`config.mk`:
```
export PLATFORM = sky130hd
export DESIGN_NAME = capture_controller
export DESIGN_NICKNAME = d
export VERILOG_FILES = /design/src/rtl/capture_pkg.sv /design/src/rtl/trigger_detect.sv /design/src/rtl/capture_controller.sv
export SDC_FILE = /design/constraint.sdc
export NUM_CORES = 1
export LEC_CHECK = 0
export BUFFER_PORTS_ARGS = -buffer_cell sky130_fd_sc_hd__buf_4
export CORE_UTILIZATION = 45
export DETAILED_ROUTE_END_ITERATION = 10
export PLACE_DENSITY = 0.7
export SETUP_SLACK_MARGIN = 0.15
export SLEW_MARGIN = 10
export SYNTH_ARGS = -nofsm -noshare
export SYNTH_HDL_FRONTEND = slang
export SYNTH_SLANG_ARGS = --single-unit
```
`constraint.sdc`:
```
create_clock -name sink_clk -period 3.5 [get_ports sink_clk]
set_clock_uncertainty 0.15 [all_clocks]
set_input_delay 0.35 -clock sink_clk [delete_from_list [all_inputs] [get_ports sink_clk]]
set_output_delay 0.35 -clock sink_clk [all_outputs]
set_load 0.01 [all_outputs]
```
`src/rtl/capture_pkg.sv`:
```
// rtl/capture_pkg.sv - shared types and constants for the capture sequencing block
// Purpose : state encoding and trigger-source codes used by capture_controller.
// Contents: capture_state_t, TRIG_LEVEL, TRIG_EXT, cnt_width().
package capture_pkg;

    typedef enum logic [1:0] {
        IDLE    = 2'd0,
        ARMED   = 2'd1,
        CAPTURE = 2'd2,
        HOLDOFF = 2'd3
    } capture_state_t;

    localparam logic TRIG_LEVEL = 1'b0;
    localparam logic TRIG_EXT   = 1'b1;

    // One counter serves both the capture window and the hold-off window,
    // so it is sized for whichever of the two is longer.
    function automatic int cnt_width(input int length, input int holdoff);
        int m;
        m = (length > holdoff) ? length : holdoff;
        return (m > 1) ? $clog2(m) : 1;
    endfunction

endpackage

```
`src/rtl/trigger_detect.sv`:
```
// rtl/trigger_detect.sv - signed rising level-crossing detector on one selected input bus
// Purpose : flags the cycle where the selected bus crosses the threshold upward.
// Ports   : sink_clk, reset        clock and synchronous active-high reset
//           chan                   bus index to watch
//           level                  signed threshold
//           sink_data[0:NSINK-1]   input buses (signed samples)
//           fire                   combinational: prev < level && cur >= level
module trigger_detect #(
    parameter int NSINK = 4,
    parameter int WIDTH = 16
) (
    input  logic                       sink_clk,
    input  logic                       reset,
    input  logic [$clog2(NSINK)-1:0]   chan,
    input  logic signed [WIDTH-1:0]    level,
    input  logic [WIDTH-1:0]           sink_data [0:NSINK-1],
    output logic                       fire
);

    // Previous samples are kept for every bus, so a channel change on arm
    // compares against that channel's own history rather than another bus.
    logic [WIDTH-1:0] prev_q [0:NSINK-1];
    logic [WIDTH-1:0] prev_d [0:NSINK-1];
    logic             valid_q;
    logic             valid_d;

    logic signed [WIDTH-1:0] cur_s;
    logic signed [WIDTH-1:0] prev_s;

    always_comb begin
        for (int i = 0; i < NSINK; i++) begin
            prev_d[i] = sink_data[i];
        end
        valid_d = 1'b1;
    end

    always_ff @(posedge sink_clk) begin
        if (reset) begin
            valid_q <= 1'b0;
        end else begin
            valid_q <= valid_d;
        end
    end

    // prev_q needs no reset: valid_q masks it until it holds a real sample.
    always_ff @(posedge sink_clk) begin
        for (int i = 0; i < NSINK; i++) begin
            prev_q[i] <= prev_d[i];
        end
    end

    always_comb begin
        cur_s  = $signed(sink_data[chan]);
        prev_s = $signed(prev_q[chan]);
        fire   = valid_q && (prev_s < level) && (cur_s >= level);
    end

endmodule

```
`src/rtl/capture_controller.sv`:
```
// rtl/capture_controller.sv - arm/trigger/capture/hold-off sequencer driving input_buffer
// Purpose : arms on command, waits for a level or external trigger, pulses
//           buf_start, then holds off long enough for the buffer to drain.
// Ports   : sink_clk, reset                    clock, synchronous active-high reset
//           arm, abort                         command pulses
//           continuous, trig_src, trig_chan,
//           trig_level                         configuration, latched on accepted arm
//           ext_trig                           external trigger (sink_clk domain)
//           sink_data[0:NSINK-1]               buses feeding the buffer
//           buf_start                          one-cycle start pulse to the buffer
//           armed, busy, run_count, missed     registered status
module capture_controller
    import capture_pkg::*;
#(
    parameter int NSINK   = 4,
    parameter int WIDTH   = 16,
    parameter int LENGTH  = 1024,
    parameter int HOLDOFF = 8192
) (
    input  logic                     sink_clk,
    input  logic                     reset,
    input  logic                     arm,
    input  logic                     abort,
    input  logic                     continuous,
    input  logic                     trig_src,
    input  logic [$clog2(NSINK)-1:0] trig_chan,
    input  logic [WIDTH-1:0]         trig_level,
    input  logic                     ext_trig,
    input  logic [WIDTH-1:0]         sink_data [0:NSINK-1],
    output logic                     buf_start,
    output logic                     armed,
    output logic                     busy,
    output logic [15:0]              run_count,
    output logic                     missed
);

    localparam int CNT_W  = cnt_width(LENGTH, HOLDOFF);
    localparam int CHAN_W = $clog2(NSINK);

    localparam logic [CNT_W-1:0] LEN_LOAD  = CNT_W'(LENGTH - 1);
    localparam logic [CNT_W-1:0] HOLD_LOAD = CNT_W'(HOLDOFF - 1);

    capture_state_t    state_q, state_d;
    logic [CNT_W-1:0]  cnt_q, cnt_d;
    logic              cont_q, cont_d;
    logic              src_q, src_d;
    logic [CHAN_W-1:0] chan_q, chan_d;
    logic [WIDTH-1:0]  level_q, level_d;
    logic [15:0]       run_count_q, run_count_d;
    logic              missed_q, missed_d;
    logic              buf_start_q, buf_start_d;
    logic              armed_q, armed_d;
    logic              busy_q, busy_d;

    logic level_fire;
    logic trig;

    trigger_detect #(
        .NSINK (NSINK),
        .WIDTH (WIDTH)
    ) u_trigger_detect (
        .sink_clk  (sink_clk),
        .reset     (reset),
        .chan      (chan_q),
        .level     ($signed(level_q)),
        .sink_data (sink_data),
        .fire      (level_fire)
    );

    assign trig = (src_q == TRIG_EXT) ? ext_trig : level_fire;

    always_comb begin
        state_d     = state_q;
        cnt_d       = cnt_q;
        cont_d      = cont_q;
        src_d       = src_q;
        chan_d      = chan_q;
        level_d     = level_q;
        run_count_d = run_count_q;
        missed_d    = missed_q;
        buf_start_d = 1'b0;

        unique case (state_q)
            capture_pkg::IDLE: begin
                if (arm && !abort) begin
                    cont_d      = continuous;
                    src_d       = trig_src;
                    chan_d      = trig_chan;
                    level_d     = trig_level;
                    run_count_d = 16'd0;
                    missed_d    = 1'b0;
                    state_d     = capture_pkg::ARMED;
                end
            end
            capture_pkg::ARMED: begin
                if (abort) begin
                    state_d = capture_pkg::IDLE;
                end else if (trig) begin
                    buf_start_d = 1'b1;
                    cnt_d       = LEN_LOAD;
                    state_d     = capture_pkg::CAPTURE;
                end
            end
            capture_pkg::CAPTURE: begin
                // The buffer cannot be stopped mid-run, so abort only
                // prevents the automatic re-arm.
                if (abort) begin
                    cont_d = 1'b0;
                end
                if (trig) begin
                    missed_d = 1'b1;
                end
                if (cnt_q == '0) begin
                    cnt_d   = HOLD_LOAD;
                    state_d = capture_pkg::HOLDOFF;
                end else begin
                    cnt_d = cnt_q - CNT_W'(1);
                end
            end
            capture_pkg::HOLDOFF: begin
                if (abort) begin
                    cont_d = 1'b0;
                end
                if (trig) begin
                    missed_d = 1'b1;
                end
                if (cnt_q == '0) begin
                    run_count_d = run_count_q + 16'd1;
                    // cont_d so an abort on the very last cycle still ends in IDLE.
                    state_d     = cont_d ? capture_pkg::ARMED : capture_pkg::IDLE;
                end else begin
                    cnt_d = cnt_q - CNT_W'(1);
                end
            end
            default: begin
                state_d = capture_pkg::IDLE;
            end
        endcase

        armed_d = (state_d == capture_pkg::ARMED);
        busy_d  = (state_d != capture_pkg::IDLE);
    end

    always_ff @(posedge sink_clk) begin
        if (reset) begin
            state_q     <= capture_pkg::IDLE;
            cnt_q       <= '0;
            cont_q      <= 1'b0;
            src_q       <= TRIG_LEVEL;
            chan_q      <= '0;
            level_q     <= '0;
            run_count_q <= 16'd0;
            missed_q    <= 1'b0;
            buf_start_q <= 1'b0;
            armed_q     <= 1'b0;
            busy_q      <= 1'b0;
        end else begin
            state_q     <= state_d;
            cnt_q       <= cnt_d;
            cont_q      <= cont_d;
            src_q       <= src_d;
            chan_q      <= chan_d;
            level_q     <= level_d;
            run_count_q <= run_count_d;
            missed_q    <= missed_d;
            buf_start_q <= buf_start_d;
            armed_q     <= armed_d;
            busy_q      <= busy_d;
        end
    end

    assign buf_start = buf_start_q;
    assign armed     = armed_q;
    assign busy      = busy_q;
    assign run_count = run_count_q;
    assign missed    = missed_q;

endmodule

```
### Yosys cells after proc, flatten, opt, wreduce, memory -nomap -nowiden

Memories as Yosys holds them, arrays and structs flattened. A register that Yosys moved wholly into a read port is not among the register bits.
Cells that the tools add are included.

| operators by class | value |
|---|---|
| add/subtract/negate cells | 2 |
| multiply operators | 0 |
| div/mod/pow operators | 0 |
| $lt $le $gt $ge | 3 |
| equality and inequality tests | 10 |
| shift-type cells | 0 |
| multiplexer cells | 30 |
| bitwise logic cells | 2 |
| reduce and logical (&&, ||, !) cells | 18 |

Operators by type and width:

| kind | count |
|---|---|
| 16-bit 2-to-1 mux | 4 |
| 13-bit 2-to-1 mux | 4 |
| 13-bit one-hot mux with 3 select lines | 1 |
| 16-bit binary-select mux with 2-bit select | 1 |
| 16-bit one-hot mux with 2 select lines | 1 |
| 16-bit by 1-bit adder with 16-bit output, second input constant | 1 |
| 16-bit greater-or-equal comparator | 1 |
| 16-bit less-than comparator | 1 |
| 2-bit 2-to-1 mux | 7 |
| 13-bit zero test | 1 |
| 13-bit by 1-bit subtractor with 13-bit output, second input constant | 1 |
| 2-bit != test, second input constant | 5 |
| 1-bit 2-to-1 mux | 9 |
| 2-bit one-hot mux with 4 select lines | 1 |
| 3-bit AND reduction | 2 |
| 2-bit nonzero test | 3 |
| 3-bit nonzero test | 2 |
| 2-bit by 1-bit == test with 1-bit output, second input constant | 2 |
| 2-bit == test, second input constant | 2 |
| 2-bit AND reduction | 2 |
| 4-bit AND reduction | 1 |
| 3-bit greater-or-equal comparator, second input constant | 1 |
| 1-bit logical AND | 3 |
| 2-bit NOT with 3-bit output | 1 |
| 8 further kinds | 8 |

| storage, ports and cells | value |
|---|---|
| register bits | 56 |
| latch bits | 0 |
| RAM bits | 64 |
| ROM bits | 0 |
| input bits | 89 |
| output and inout port bits | 20 |
| word-level logic and storage cells | 78 |
| memories kept | 1 |

Memory list:

| name | depth | width | read ports | clocked after Yosys merged registers in | write ports | RTL line | text |
|---|---|---|---|---|---|---|---|
| u_trigger_detect.prev_q | 4 | 16 | 1 | 1 | 4 | trigger_detect.sv:22 | `logic [WIDTH-1:0] prev_q [0:NSINK-1];` |

### Longest topological paths before layout

| depth | value |
|---|---|
| depth in word-level cells | 11 |
| gate-level depth with buffers | 11 |

### Cells and area by module

From an unflattened synthesis, not the netlist that was laid out.

| unflattened totals | value |
|---|---|
| cell total of the unflattened synthesis | 517 |
| area, all modules | 5496.5 um2 |

Modules (own cells, without submodules):

| module | times used | cells each | area an instance (um2) |
|---|---|---|---|
| trigger_detect | 1 | 208 | 2915.3 |
| capture_controller | 1 | 309 | 2581.2 |

### Worst setup path after synthesis

No wires, ideal clock.

| path | value |
|---|---|
| kind | reg2reg |
| start point | register chan_q[0] |
| end point | register cnt_q[11] |
| data arrival time | 3566 ps |
| required time | 3198 ps |
| path slack | -368 ps |
| cell stages (with the launch flop) | 11 |
| path buffers | 2 |
| clock period less this slack | 3868 ps |
| cells stage by stage | dfxtp_1 clkbuf_1 buf_1 mux4_2 ha_1 nand4_1 a2111o_1 and4_1 a211o_1 o21ai_0 a2111oi_0 |

| on the way | value |
|---|---|
| cells in the longest elaborated chain, start to end | 9 |

RTL lines:

| element | RTL line | text |
|---|---|---|
| start: declaration | capture_controller.sv:47 | `logic [CHAN_W-1:0] chan_q, chan_d;` |
| start signal: assignment | capture_controller.sv:162 | `chan_q <= chan_d;` |
| 2-bit NOT with 3-bit output (implied by the code) | trigger_detect.sv:53 | `cur_s = $signed(sink_data[chan]);` |
| 16-bit binary-select mux with 2-bit select | trigger_detect.sv:53 |  |
| 16-bit 2-to-1 mux (implied by the code) (2 in series) | trigger_detect.sv:53 |  |
| 16-bit greater-or-equal comparator | trigger_detect.sv:55 | `fire = valid_q && (prev_s < level) && (cur_s >= level);` |
| 1-bit logical AND | trigger_detect.sv:55 |  |
| 1-bit 2-to-1 mux | capture_controller.sv:70 | `assign trig = (src_q == TRIG_EXT) ? ext_trig : level_fire;` |
| 2-bit != test (no source line) | -- |  |
| 4-bit AND reduction (no source line) | -- |  |
| end signal: assignment | capture_controller.sv:159 | `cnt_q <= cnt_d;` |
| end: declaration | capture_controller.sv:44 | `logic [CNT_W-1:0] cnt_q, cnt_d;` |

No other way between the ends. The select of a mux whose other input is x is not followed.
A chain may end at the register's enable or synchronous reset.

==> impl_metrics.prom <==
# TYPE chip_impl_metric gauge
chip_impl_metric{name="whs_path_depth",unit=""} 3
chip_impl_metric{name="routabilityCongestion",unit=""} 0.8772
chip_impl_metric{name="grt_pass1_wl",unit="mm"} 24.58
chip_impl_metric{name="multi_input_comb_area",unit="mm^2"} 0.002844
chip_impl_metric{name="post-route-period-util",unit=""} 0.9481
chip_impl_metric{name="route.detailed.drc",unit=""} 8
chip_impl_metric{name="seq_area_frac_synth",unit=""} 0.4548
chip_impl_metric{name="total_power_per_unit_cell_area",unit="mW/mm^2"} 489.1
chip_impl_metric{name="filler_cell_count",unit=""} 842
chip_impl_info{name="synth_flop_cell",value="dfxtp_1"} 1
chip_impl_metric{name="insertion_delay",unit="ps"} 410
chip_impl_metric{name="numCtsBuffers",unit=""} 17
chip_impl_metric{name="ff_latch_area",unit="mm^2"} 0.002447
chip_impl_metric{name="synth.distinct_cells",unit=""} 58
chip_impl_metric{name="post_synth_edffs",unit=""} 0
chip_impl_metric{name="reg2regPathDepth",unit=""} 10
chip_impl_metric{name="design.final.nets",unit=""} 831
chip_impl_metric{name="route.vias.total",unit=""} 4873
chip_impl_metric{name="grt_start_max_net_pins",unit=""} 38
chip_impl_metric{name="area_delta_synth_final",unit="%"} 45.27
chip_impl_metric{name="critPathMaxFanout",unit=""} 7
chip_impl_metric{name="ctsLongestPathBuffers",unit=""} 2
chip_impl_metric{name="ir_worst_vdd",unit="mV"} 0.3724
chip_impl_info{name="outcome",value="finished, violations left"} 1
chip_impl_metric{name="endpoint_required_time_on_the_critical_path",unit="ps"} 3650
chip_impl_metric{name="fraction_of_power_consumed_by_the_clock_network",unit=""} 0.457
chip_impl_info{name="ctsRootBufferMaster",value="clkbuf_16"} 1
chip_impl_metric{name="max_capacitance_violation_count",unit=""} 0
chip_impl_metric{name="swShare",unit=""} 0.2420
chip_impl_metric{name="final_antenna_net_count",unit=""} 0
chip_impl_info{name="rsz_0062_raised_after_global_routing",value="yes"} 1
chip_impl_metric{name="comb_power_share",unit=""} 0.155
chip_impl_metric{name="layout_min_cycle_time",unit="ps"} 3319
chip_impl_metric{name="syn-instance-count",unit=""} 520
chip_impl_metric{name="floorplan.io_pins",unit=""} 109
chip_impl_metric{name="initialDrtViolationCount",unit=""} 290
chip_impl_metric{name="dp.final_hpwl",unit="mm"} 9.858
chip_impl_info{name="cts_tree",value="done"} 1
chip_impl_metric{name="core",unit="mm^2"} 0.01152
chip_impl_info{name="timing.critical_path.from_type",value="register"} 1
chip_impl_info{name="timing.setup.critical_path_class",value="reg2reg"} 1
chip_impl_metric{name="post_route_cells_drive_above_1_share",unit=""} 0.2921
chip_impl_metric{name="clock_tree.htree_level_count",unit=""} 4
chip_impl_metric{name="non_filler_cells_in_the_finished_layout",unit=""} 862
chip_impl_metric{name="floorplan.initialDensity",unit=""} 0.4663
chip_impl_metric{name="final_report_max_slew_violation_count",unit=""} 0
chip_impl_metric{name="die_area",unit="mm^2"} 0.01237
chip_impl_metric{name="routed_wirelength",unit="mm"} 15.51
chip_impl_metric{name="placed_cells",unit=""} 763
chip_impl_metric{name="timing.slew.headroom",unit=""} 0.4761
chip_impl_metric{name="final-hold-violation-count",unit=""} 0
chip_impl_metric{name="route.detailed.vias_per_inst",unit=""} 5.653
chip_impl_metric{name="grt_overflow",unit=""} 0
chip_impl_metric{name="std_cell_rows",unit=""} 39
chip_impl_metric{name="drt-pass1-iter-count",unit=""} 7
chip_impl_metric{name="power_report.internal_total",unit="W"} 0.002893
chip_impl_metric{name="die_w",unit="um"} 111.2
chip_impl_metric{name="antenna_found_initial",unit=""} 0
chip_impl_metric{name="p_sw",unit="W"} 0.0009233
chip_impl_metric{name="first_global_vias",unit=""} 5064
chip_impl_metric{name="ys.warnings.count",unit=""} 0
chip_impl_metric{name="total_of_flip_flops_plus_latches_after_synthesis",unit=""} 122
chip_impl_metric{name="setup_viol",unit=""} 0
chip_impl_metric{name="timing.hold.ws",unit="ps"} 36.86
chip_impl_info{name="min-delay-path-class",value="in2reg"} 1
chip_impl_metric{name="synth.cell_area",unit="mm^2"} 0.005370
chip_impl_metric{name="worstMarginPinSlew",unit="ps"} 779.9
chip_impl_metric{name="clock-sinks",unit=""} 122
chip_impl_metric{name="worst_setup_hold_path_clk_slew",unit="ps"} 50
chip_impl_info{name="failed_checks",value="DRC"} 1
chip_impl_metric{name="fmax",unit="MHz"} 301.3
chip_impl_metric{name="fin_tns_setup",unit="ps"} 0
chip_impl_metric{name="grt_util_all_layers",unit=""} 0.2581
chip_impl_metric{name="async_reset_ff_frac",unit=""} 0
chip_impl_metric{name="place.port_buffers",unit=""} 108
chip_impl_metric{name="antenna_cells",unit=""} 0
chip_impl_metric{name="syn-mean-instance-area",unit="um^2"} 10.33
chip_impl_metric{name="wire_per_inst",unit="um"} 18.00
chip_impl_info{name="endpoint_type_of_the_worst_setup_path",value="register"} 1
chip_impl_metric{name="die_height",unit="um"} 111.2
chip_impl_metric{name="cellLeakagePower",unit="nW"} 3.145
chip_impl_metric{name="p_seq_frac",unit=""} 0.388
chip_impl_metric{name="synthesis.nets",unit=""} 642
chip_impl_metric{name="cp_data_arrival_time",unit="ps"} 3470
## sequential cells by signal (all words and copies together), names as in the netlist, 2 cells and up, named ones only
name / count
state_q: 2
cnt_q: 13
run_count: 16
u_trigger_detect.prev_q: 64
chan_q: 2
level_q: 16
## path summary, 6_finish.rpt
| check | startpoint | end | slack (ps) |
|---|---|---|---|
| worst min register to register | level_q[15] | level_q[15] | 310 |
| worst min-delay path | trig_level[10] | level_q[10] | 40 |
| worst max-delay path | register | cnt_q[11] | 180 |
| worst max register to register | register | cnt_q[11] | 180 |
## power groups by stage
| stage | Clock (W) | Combinational [W] | Sequential (W) |
|---|---|---|---|
| after floorplan | 0 | 0.000296 | 0.00150 |
| after global routing | 0.00183 | 0.000639 | 0.00148 |
| after detailed placement | 0 | 0.000480 | 0.00150 |
| final | 0.00175 | 0.000591 | 0.00148 |
| after global placement | 0 | 0.000465 | 0.00150 |
| after CTS | 0.00176 | 0.000554 | 0.00148 |
## area by class of cell
class,instances,share of cell area
inverter,29,0.01395
multi-input combinational,349,0.3646
tap,143,0.02294
timing repair buffer,190,0.2104
sequential,122,0.3137
clock buffer,20,0.05854
clock inverter,9,0.01588
## layout by cell type (no fill, tap or decap), drive strengths merged, types with 9 or more instances in the layout
| cell type | netlist | final |
|---|---|---|
| nor2 | 31 | 31 |
| dfxtp | 122 | 122 |
| buf | 4 | 125 |
| dlygate4sd3 | 0 | 64 |
| inv | 28 | 28 |
| clkbuf | 16 | 21 |
| o21ai | 15 | 15 |
| a21oi | 45 | 45 |
| nor3 | 15 | 15 |
| ha | 33 | 33 |
| nand4 | 9 | 9 |
| mux4 | 31 | 31 |
| nand2 | 67 | 67 |
| nand3 | 11 | 11 |
## layer usage
metal / track usage / share of wire / vias up / routed length (um)
li1: - / - / 2281 / -
met1: 0.2865 / 0.39 / 2337 / 6093
met2: 0.4558 / 0.52 / 215 / 8010
met3: 0.06452 / 0.059 / 40 / 921
met4: 0.1324 / 0.031 / 0 / 486
met5: 0 / 0 / - / 0
## worst max-delay path: stages (launching register included)
cell and delay [ps]:
dfxtp_4 380, buf_12 150, mux4_2 500, ha_1 330
nand4_1 180, nor3_2 230, o221ai_2 140, a211o_1 380
a2111oi_4 360, nor3_1 120, a2111oi_2 280
## Yosys cell counts (all sizes together), types with 2 or more instances
cell | count | area [um^2]
dfxtp | 122 | 2442
nand2 | 67 | 251.5
a21oi | 45 | 225.2
ha | 33 | 412.9
mux4 | 31 | 698.2
nor2 | 31 | 116.4
inv | 28 | 105.1
clkbuf | 16 | 60.06
nor3 | 15 | 75.07
o21ai | 15 | 75.07
nand3 | 11 | 55.05
nand4 | 9 | 56.30
or3 | 8 | 55.05
nor4 | 7 | 58.81
xnor2 | 6 | 52.55
xor2 | 6 | 52.55
a211oi | 5 | 37.54
a31oi | 4 | 25.02
and4 | 4 | 35.03
buf | 4 | 22.52
nor3b | 4 | 30.03
o211ai | 4 | 30.03
a211o | 3 | 26.28
nor2b | 3 | 18.77
o31ai | 3 | 22.52
a2111oi | 2 | 36.29
a22oi | 2 | 15.01
and2b | 2 | 15.01
mux2i | 2 | 20.02
o2bb2ai | 2 | 17.52
o32ai | 2 | 17.52
or2 | 2 | 12.51
## metrics by stage
| step | worst slack (ps) | power [W] | util | cell area [um^2] |
|---|---|---|---|---|
| after floorplan | 174.7 | 0.001792 | - | 5379 |
| after global placement | 202.0 | 0.001968 | 0.5555 | 6397 |
| after detailed placement | 49.36 | 0.001984 | 0.5555 | 6397 |
| after CTS | 153.7 | 0.003790 | 0.6667 | 7677 |
| after global routing | 107.0 | 0.003956 | 0.6774 | 7801 |
| final | 181.5 | 0.003816 | 0.6774 | 7801 |
## repair_timing
action / CTS / global route
gates cloned: 0 / 1
buffers inserted: 2 / 3
hold endpoints to repair: 64 / 0
pin swaps: 6 / 3
hold buffers: 64 / 0
endpoints found under the setup margin: 11 / 17
gates resized for setup: 7 / 17
## logic make-up after synthesis
group,count (synthesis),synth area share
mux,33,0.1337
compound gates,102,0.1261
buf+inv,49,0.03565
simple gates,169,0.1533
fa+ha+maj,33,0.07689
xor+xnor,12,0.01957
flops,122,0.4548
Note: power is estimated with default switching activity, not from simulation.
